`config.mk`:
```
export PLATFORM = sky130hd
export DESIGN_NAME = dma_burst_ctrl
export DESIGN_NICKNAME = d
export VERILOG_FILES = /design/src/rtl/dma_pkg.sv /design/src/rtl/dma_burst_len_calc.sv /design/src/rtl/dma_burst_ctrl.sv
export SDC_FILE = /design/constraint.sdc
export NUM_CORES = 1
export LEC_CHECK = 0
export BUFFER_PORTS_ARGS = -buffer_cell sky130_fd_sc_hd__buf_2
export CAP_MARGIN = 0
export CORE_MARGIN = 4
export CORE_UTILIZATION = 53
export CTS_BUF_LIST = sky130_fd_sc_hd__clkbuf_8
export CTS_CLUSTER_SIZE = 28
export DETAILED_ROUTE_END_ITERATION = 12
export PLACE_DENSITY = 0.8
export SKIP_CTS_REPAIR_TIMING = 1
export SLEW_MARGIN = 20
export SYNTH_ARGS = -nofsm -noshare
export SYNTH_HDL_FRONTEND = slang
export SYNTH_SLANG_ARGS = --single-unit
export TNS_END_PERCENT = 100
```
`constraint.sdc`:
```
create_clock -name ACLK -period 5.5 [get_ports ACLK]
set_clock_uncertainty 0.15 [all_clocks]
set_input_delay 0.275 -clock ACLK [delete_from_list [all_inputs] [get_ports ACLK]]
set_output_delay 0.275 -clock ACLK [all_outputs]
set_load 0.1 [all_outputs]
```
`src/rtl/dma_pkg.sv`:
```
// Shared types and constants for the DMA burst sequencer.
package dma_pkg;

    typedef enum logic [2:0] {
        ST_IDLE,
        ST_CALC,
        ST_CMD,
        ST_WAIT,
        ST_DONE
    } dma_state_t;

    localparam int unsigned BEAT_BYTES     = 4;
    localparam int unsigned BOUNDARY_BYTES = 4096;
    localparam int unsigned AXI_LEN_W      = 8;

endpackage

```
`src/rtl/dma_burst_len_calc.sv`:
```
// Burst sizing: min of remaining beats, MAX_BURST_BEATS and the beats left
// before the next 4 KB boundary on both source and destination.
module dma_burst_len_calc
    import dma_pkg::*;
#(
    parameter int unsigned MAX_BURST_BEATS = 16
) (
    input  logic [29:0]          beats,
    input  logic [11:0]          src_off,
    input  logic [11:0]          dst_off,
    output logic [12:0]          burst_beats,
    output logic [AXI_LEN_W-1:0] axi_len
);

    localparam logic [12:0] BOUND_B = 13'(BOUNDARY_BYTES);
    localparam logic [12:0] MAX_B   = 13'(MAX_BURST_BEATS);

    logic [12:0] src_room;
    logic [12:0] dst_room;

    always_comb begin
        // Room is 1..1024 beats; offsets are word aligned so the shift is exact.
        src_room = (BOUND_B - {1'b0, src_off}) >> 2;
        dst_room = (BOUND_B - {1'b0, dst_off}) >> 2;

        burst_beats = (beats > 30'(MAX_BURST_BEATS)) ? MAX_B : beats[12:0];
        if (src_room < burst_beats) burst_beats = src_room;
        if (dst_room < burst_beats) burst_beats = dst_room;

        axi_len = AXI_LEN_W'(burst_beats - 13'd1);
    end

endmodule

```
`src/rtl/dma_burst_ctrl.sv`:
```
// DMA transfer sequencer: splits a programmed copy into 4 KB-safe AXI bursts
// and issues paired read/write burst commands, pulsing done at the end.
module dma_burst_ctrl
    import dma_pkg::*;
#(
    parameter int unsigned MAX_BURST_BEATS = 16,
    parameter int unsigned ADDR_WIDTH      = 32
) (
    input  logic                  ACLK,
    input  logic                  ARESET,
    input  logic                  i_dma_start,
    input  logic [ADDR_WIDTH-1:0] i_src_addr,
    input  logic [ADDR_WIDTH-1:0] i_dst_addr,
    input  logic [31:0]           i_trf_len,
    output logic                  o_dma_done,
    output logic                  o_busy,
    output logic                  o_rd_cmd_valid,
    input  logic                  i_rd_cmd_ready,
    output logic [ADDR_WIDTH-1:0] o_rd_cmd_addr,
    output logic [AXI_LEN_W-1:0]  o_rd_cmd_len,
    input  logic                  i_rd_done,
    output logic                  o_wr_cmd_valid,
    input  logic                  i_wr_cmd_ready,
    output logic [ADDR_WIDTH-1:0] o_wr_cmd_addr,
    output logic [AXI_LEN_W-1:0]  o_wr_cmd_len,
    input  logic                  i_wr_done
);

    dma_state_t state_q, state_d;

    logic                  start_q;
    logic [ADDR_WIDTH-1:0] src_q, dst_q;
    logic [29:0]           beats_q;
    logic [12:0]           burst_q;
    logic [AXI_LEN_W-1:0]  len_q;
    logic                  rd_acc, wr_acc, rd_dn, wr_dn;

    logic                  start_rise;
    logic                  rd_acc_n, wr_acc_n, rd_dn_n, wr_dn_n;
    logic [29:0]           beats_rem;
    logic [ADDR_WIDTH-1:0] step;
    logic [12:0]           calc_beats;
    logic [AXI_LEN_W-1:0]  calc_len;
    logic                  unused_low_bits;

    dma_burst_len_calc #(
        .MAX_BURST_BEATS(MAX_BURST_BEATS)
    ) u_len_calc (
        .beats      (beats_q),
        .src_off    (src_q[11:0]),
        .dst_off    (dst_q[11:0]),
        .burst_beats(calc_beats),
        .axi_len    (calc_len)
    );

    always_comb begin
        start_rise      = i_dma_start & ~start_q;
        rd_acc_n        = rd_acc | (o_rd_cmd_valid & i_rd_cmd_ready);
        wr_acc_n        = wr_acc | (o_wr_cmd_valid & i_wr_cmd_ready);
        rd_dn_n         = rd_dn | i_rd_done;
        wr_dn_n         = wr_dn | i_wr_done;
        beats_rem       = beats_q - 30'(burst_q);
        step            = ADDR_WIDTH'({burst_q, 2'b00});
        unused_low_bits = ^{i_trf_len[1:0], i_src_addr[1:0], i_dst_addr[1:0]};
    end

    always_ff @(posedge ACLK or posedge ARESET) begin
        if (ARESET) state_q <= ST_IDLE;
        else        state_q <= state_d;
    end

    always_comb begin
        state_d = state_q;
        case (state_q)
            ST_IDLE: if (start_rise) state_d = ST_CALC;
            ST_CALC: state_d = (beats_q == '0) ? ST_DONE : ST_CMD;
            ST_CMD:  if (rd_acc_n && wr_acc_n) state_d = ST_WAIT;
            ST_WAIT: if (rd_dn_n && wr_dn_n)
                         state_d = (beats_rem == '0) ? ST_DONE : ST_CALC;
            ST_DONE: state_d = ST_IDLE;
            default: state_d = ST_IDLE;
        endcase
    end

    always_comb begin
        o_dma_done     = (state_q == ST_DONE);
        o_busy         = (state_q != ST_IDLE);
        o_rd_cmd_valid = (state_q == ST_CMD) && !rd_acc;
        o_wr_cmd_valid = (state_q == ST_CMD) && !wr_acc;
        o_rd_cmd_addr  = src_q;
        o_wr_cmd_addr  = dst_q;
        o_rd_cmd_len   = len_q;
        o_wr_cmd_len   = len_q;
    end

    always_ff @(posedge ACLK or posedge ARESET) begin
        if (ARESET) begin
            start_q <= 1'b0;
            src_q   <= '0;
            dst_q   <= '0;
            beats_q <= '0;
            burst_q <= '0;
            len_q   <= '0;
            rd_acc  <= 1'b0;
            wr_acc  <= 1'b0;
            rd_dn   <= 1'b0;
            wr_dn   <= 1'b0;
        end else begin
            start_q <= i_dma_start;
            case (state_q)
                ST_IDLE: if (start_rise) begin
                    src_q   <= {i_src_addr[ADDR_WIDTH-1:2], 2'b00};
                    dst_q   <= {i_dst_addr[ADDR_WIDTH-1:2], 2'b00};
                    beats_q <= i_trf_len[31:2];
                end
                ST_CALC: begin
                    burst_q <= calc_beats;
                    len_q   <= calc_len;
                    rd_acc  <= 1'b0;
                    wr_acc  <= 1'b0;
                    rd_dn   <= 1'b0;
                    wr_dn   <= 1'b0;
                end
                ST_CMD: begin
                    rd_acc <= rd_acc_n;
                    wr_acc <= wr_acc_n;
                    rd_dn  <= rd_dn_n;
                    wr_dn  <= wr_dn_n;
                end
                ST_WAIT: begin
                    rd_dn <= rd_dn_n;
                    wr_dn <= wr_dn_n;
                    if (rd_dn_n && wr_dn_n) begin
                        src_q   <= src_q + step;
                        dst_q   <= dst_q + step;
                        beats_q <= beats_rem;
                    end
                end
                default: ;
            endcase
        end
    end

endmodule

```
# == After elaboration in Yosys (flattened, before gate mapping) ==
# Cells that the tools add are included.
# word_totals
regBits,123
in_bits,103
out_inout_bits,84
word_cells,73
# classes
addsub,6
order_cmp,3
n_eq_ne,7
n_mux,22
bitwise_logic,8
n_reduce_logical,16
# ops
op,count
32-bit two-way mux,4
32-bit case mux with 2 select lines,2
32-bit by 15-bit adder with 32-bit output,2
30-bit logical NOT,2
30-bit two-way mux,2
30-bit case mux with 2 select lines,1
13-bit two-way mux,3
"30-bit by 5-bit > comparator with 1-bit output, second input constant",1
30-bit by 13-bit subtractor with 30-bit output,1
11-bit by 13-bit < comparator with 1-bit output,2
"13-bit by 12-bit subtractor with 13-bit output, first input constant",2
3-bit two-way mux,5
3-bit case mux with 4 select lines,1
1-bit case mux with 2 select lines,4
"8-bit by 1-bit subtractor with 8-bit output, second input constant",1
"3-bit by 2-bit equality test with 1-bit output, second input constant",2
"2-bit inequality test, second input constant",3
3-bit AND reduction,2
2-bit nonzero test,3
1-bit logical AND,4
1-bit bitwise OR,4
1-bit bitwise AND,3
"3-bit by 1-bit equality test with 1-bit output, second input constant",1
"3-bit equality test, second input constant",1
other kinds (5),6

# == Depth between registers and ports, before layout ==
# logic_depth
word_depth,7
mapped_depth,30

# == Modules after synthesis ==
# Synthesis repeated with hierarchy kept, for this count alone.
# unflattened
cells_unflattened,1323
area_unflattened_um2,10264.8
# by_module_without_submodules
module,instances,cells_each,area_per_inst_um2,seq_area_each_um2
dma_burst_ctrl,1,1100,8727.1,2977.9
dma_burst_len_calc,1,223,1537.7,0.0

# == Worst setup path before layout ==
# OpenSTA, ideal clock, no wires.
# synth_timing
kind,reg-to-reg
start,reg beats_q[14]
end,"reg len_q[6], in the netlist o_rd_cmd_len[6]"
arrival_time_ns,5.837
path_slack_ns,-0.618
stages_incl_launch_ff,30
path_buffers,4
cell_sequence,dfrtp_1 -> buf_6 -> or4_4 -> or2_1 -> buf_6 -> or3_4 -> inv_2 -> nand2_1 -> ha_1 -> a211oi_1 -> o21ai_0 -> nor4_1 -> o21a_1 -> buf_2 -> and2_1 -> inv_1 -> ha_1 -> and4_1 -> and4_1 -> a211oi_1 -> o21ai_0 -> a31oi_1 -> a21boi_4 -> buf_6 -> mux2i_2 -> ha_1 -> and3_1 -> o2bb2ai_2 -> xnor2_1 -> o21ai_1
# synth_between
elab_chain_len,7
# synth_lines
item,line_no,text
"start, declared",dma_burst_ctrl.sv:33,logic [29:0] beats_q;
"start signal, assigned",dma_burst_ctrl.sv:114,beats_q <= i_trf_len[31:2];
"start signal, assigned",dma_burst_ctrl.sv:136,beats_q <= beats_rem;
30-bit by 5-bit > comparator with 1-bit output *,dma_burst_len_calc.sv:26,burst_beats = (beats > 30'(MAX_BURST_BEATS)) ? MAX_B : beats[12:0];
13-bit two-way mux *,dma_burst_len_calc.sv:26,
11-bit by 13-bit < comparator with 1-bit output,dma_burst_len_calc.sv:27,if (src_room < burst_beats) burst_beats = src_room;
13-bit two-way mux *,dma_burst_len_calc.sv:27,
11-bit by 13-bit < comparator with 1-bit output,dma_burst_len_calc.sv:28,if (dst_room < burst_beats) burst_beats = dst_room;
13-bit two-way mux *,dma_burst_len_calc.sv:28,
8-bit by 1-bit subtractor with 8-bit output *,dma_burst_len_calc.sv:30,axi_len = AXI_LEN_W'(burst_beats - 13'd1);
"end signal, assigned",dma_burst_ctrl.sv:118,len_q <= calc_len;
"end, declared",dma_burst_ctrl.sv:35,logic [AXI_LEN_W-1:0] len_q;
# Mark *: on every way between the ends. The rest lies on a longest branch, timed or not.
# A chain may end at the register's enable or synchronous reset.

# == Final worst setup path ==
# layout_timing
start,reg beats_q[16]
end,"reg len_q[6], in the netlist o_rd_cmd_len[6]"
# The elaborated chain is that of the path after synthesis.

==> results.py <==
metrics = {
    "finish": {
        "fillers": 1452,
        "diodes": 0,
        "drive_above_1_share_pct": 22.4,
        "multi_input_area_sq_um": 6480,
        "seq_area_sq_um": 2980,
        "post-route-util_pct": 68.0,
        "final_nets": 1631,
        "area_growth_pct": 26.0,
    },
    "setup_path": {
        "end_kind": "register",
        "critPathTopFamily": "simple AND/OR/NAND/NOR gates",
        "cp_max_fo": 6,
        "r2r_slack_ns": -0.20,
        "worstPathRequired_ns": 5.69,
        "slowest_delay_ns": 0.54,
        "r2r-end": "o_rd_cmd_len[6]",
        "cp-start-kind": "register",
        "r2r-start": "beats_q[16]",
        "ff2ff_path_depth": 25,
        "cpMostUsedCell": "ha_4",
        "critPathSlowestCell": "or4_4",
        "critical_path_class": "register to register",
        "worst-path-buf-inv": 2,
        "crit_arrival_ns": 5.89,
    },
    "timing": {
        "worst_slack_ns": -0.200,
        "clock.fmax_ghz": 0.175,
        "max-slew-margin-rel_pct": 33.4,
        "finalMaxSlewViolations": 0,
        "finalHoldViolations": 9,
        "post-route-period-util_pct": 104,
        "tightest_slew_ns": 0.996,
        "grt_setup_unrepaired": "yes",
        "fin_crit_ns": 5.70,
        "setup_viol": 2,
        "hold_slack_ns": -0.0270,
    },
    "cts": {
        "path_clk_slew_ns": 0.09,
        "numCtsBuffers": 17,
        "htree_levels": 4,
        "cts_root_buf": "clkbuf_8",
        "cts.sinks": 119,
        "cts_tree": "done",
        "clock_latency_ns": 0.47,
        "cts_buffer_depth": 2,
    },
    "die": {
        "dieArea_sq_um": 20500,
        "die_x_microns": 143,
        "core-area_sq_um": 18000,
        "die_y_microns": 143,
        "num_io_pins": 187,
        "start_util_pct": 54.0,
        "rows": 49,
    },
    "routing": {
        "ant_nets": 0,
        "routedWlPerCell_microns": 19.1,
        "drtIter0Drc": 1143,
        "firstDrtPassIters": 6,
        "wl_mm": 32.6,
        "viasPerCell": 6.32,
        "vias": 10766,
        "drc": 0,
    },
    "flow_run": {
        "cap_violations": 0,
    },
    "place": {
        "io_buffers": 176,
        "place_hpwl_mm": 23.2,
        "gp_congestion": 0.963,
    },
    "synth": {
        "ys_dominant_reg_cell": "dfrtp_1",
        "synth.most_common_cell": "nand2_1",
        "synth_top_area_share_pct": 30.7,
        "ys_ff_latch": 119,
        "seq_area_frac_synth_pct": 30.7,
        "syn_area_sq_um": 9700,
        "yosys_warnings": 0,
        "ys_types": 81,
        "async_flop_share_pct": 100,
        "avgSynthCellArea_sq_um": 7.93,
        "synth_edf_count": 0,
        "synth.area.top_cells": "dfrtp_1 31%, ha_1 8.1%, nand2_1 5.0%",
        "synthCells": 1223,
        "yosysTopAreaCell": "dfrtp_1",
        "synthTopCellsByCount": "130 x nand2_1, 119 x dfrtp_1, 115 x nor2_1",
    },
    "min_path": {
        "min_from": "i_src_addr[7]",
        "min_path_type": "input pin to register",
        "min_to": "o_rd_cmd_addr[7]",
        "worstHoldPathCells": 3,
    },
    "global_routing": {
        "grt_pass1_vias": 9703,
        "grt_max_degree": 97,
        "overflow": 0,
        "grtUsageTotal_pct": 30.3,
        "grt_pass1_wl_mm": 49.9,
        "antenna_found_initial": 2,
    },
    "status": {
        "violations": "negative hold slack, negative setup slack",
        "outcome": "finished, violations left",
    },
}
## cell type report
cell class                      count  area share [%]
Tap cell                          229            2.35
Clock buffer                       17            1.91
Sequential cell                   119            24.4
Timing Repair Buffer              288            15.0
Inverter                           47            1.51
Clock inverter                     15            1.78
Multi-Input combinational cell    989            53.0
## metrics by stage
stage	TNS, ns	hold WS, ns	std cells	setup WS (ns)	instance area, sq um
floorplan	-0.478	0.156	1231	-0.248	9860
global placement	-0.276	0.255	1624	-0.140	11200
detailed placement	-0.666	0.259	1624	-0.281	11200
CTS	-0.824	-0.239	1656	-0.333	11600
global route	-1.07	0.000513	1704	-0.369	12200
finish	-0.385	-0.0270	1704	-0.200	12200
## worst min-delay path: cells and delay by family
| kind | cells | cell delay (ns) |
|---|---|---|
| AO/OA/AOI/OAI | 2 | 0.19 |
| buffers and inverters | 1 | 0.08 |
## flip-flops by register name, indices dropped and copies added, names as in the netlist
register,cells
start_q,1
state_q,3
wr_dn,1
o_wr_cmd_addr,30
rd_dn,1
beats_q,30
rd_acc,1
wr_acc,1
o_rd_cmd_addr,30
o_rd_cmd_len,8
burst_q,13
## worst max-delay path by stage
stage | startpoint | endpoint | slack (ns) | cells past startpoint
CTS | beats_q[16] | o_rd_cmd_len[6] | -0.33 | 25
floorplan | beats_q[15] | o_rd_cmd_len[6] | -0.25 | 29
finish | beats_q[16] | o_rd_cmd_len[6] | -0.20 | 25
detailed placement | beats_q[16] | o_rd_cmd_len[6] | -0.28 | 25
global route | beats_q[16] | o_rd_cmd_len[6] | -0.37 | 25
global placement | beats_q[16] | o_rd_cmd_len[6] | -0.14 | 25
## cells in the final DEF (no fill, tap or decap), types with 45 or more instances in the layout
| cell type | synthesis | layout |
|---|---|---|
| buf_2 | 4 | 176 |
| nand2_1 | 130 | 125 |
| dfrtp_1 | 119 | 119 |
| nor2_1 | 115 | 114 |
| a21oi_1 | 95 | 94 |
| o21ai_0 | 93 | 87 |
| buf_4 | 12 | 66 |
| ha_1 | 63 | 54 |
| nand3_1 | 47 | 46 |
| dlygate4sd3_1 | 0 | 45 |
## cells by family (layout without fill, tap and decap cells)
group | count (synthesis) | in the layout | synth area share (%)
and+or+nand+nor | 469 | 469 | 23.5
AOI/OAI and AO/OA | 395 | 395 | 26.9
other | 2 | 10 | 0.0774
adders and majority gates | 66 | 66 | 8.75
xor gates and xnor gates | 40 | 40 | 3.61
DFF | 119 | 119 | 30.7
buffers and inverters | 123 | 367 | 5.51
muxes | 9 | 9 | 0.981
## metal layers
metal	track usage (%)	vias to the layer above	share of wire (%)
li1	-	5005	-
met1	40.5	5098	41
met4	11.1	4	3.0
met2	48.7	565	47
met5	0	-	0.065
met3	6.46	94	8.6
Power is not shown: default switching activity piles up to over one toggle a cycle in this logic, so the estimate is an artifact.
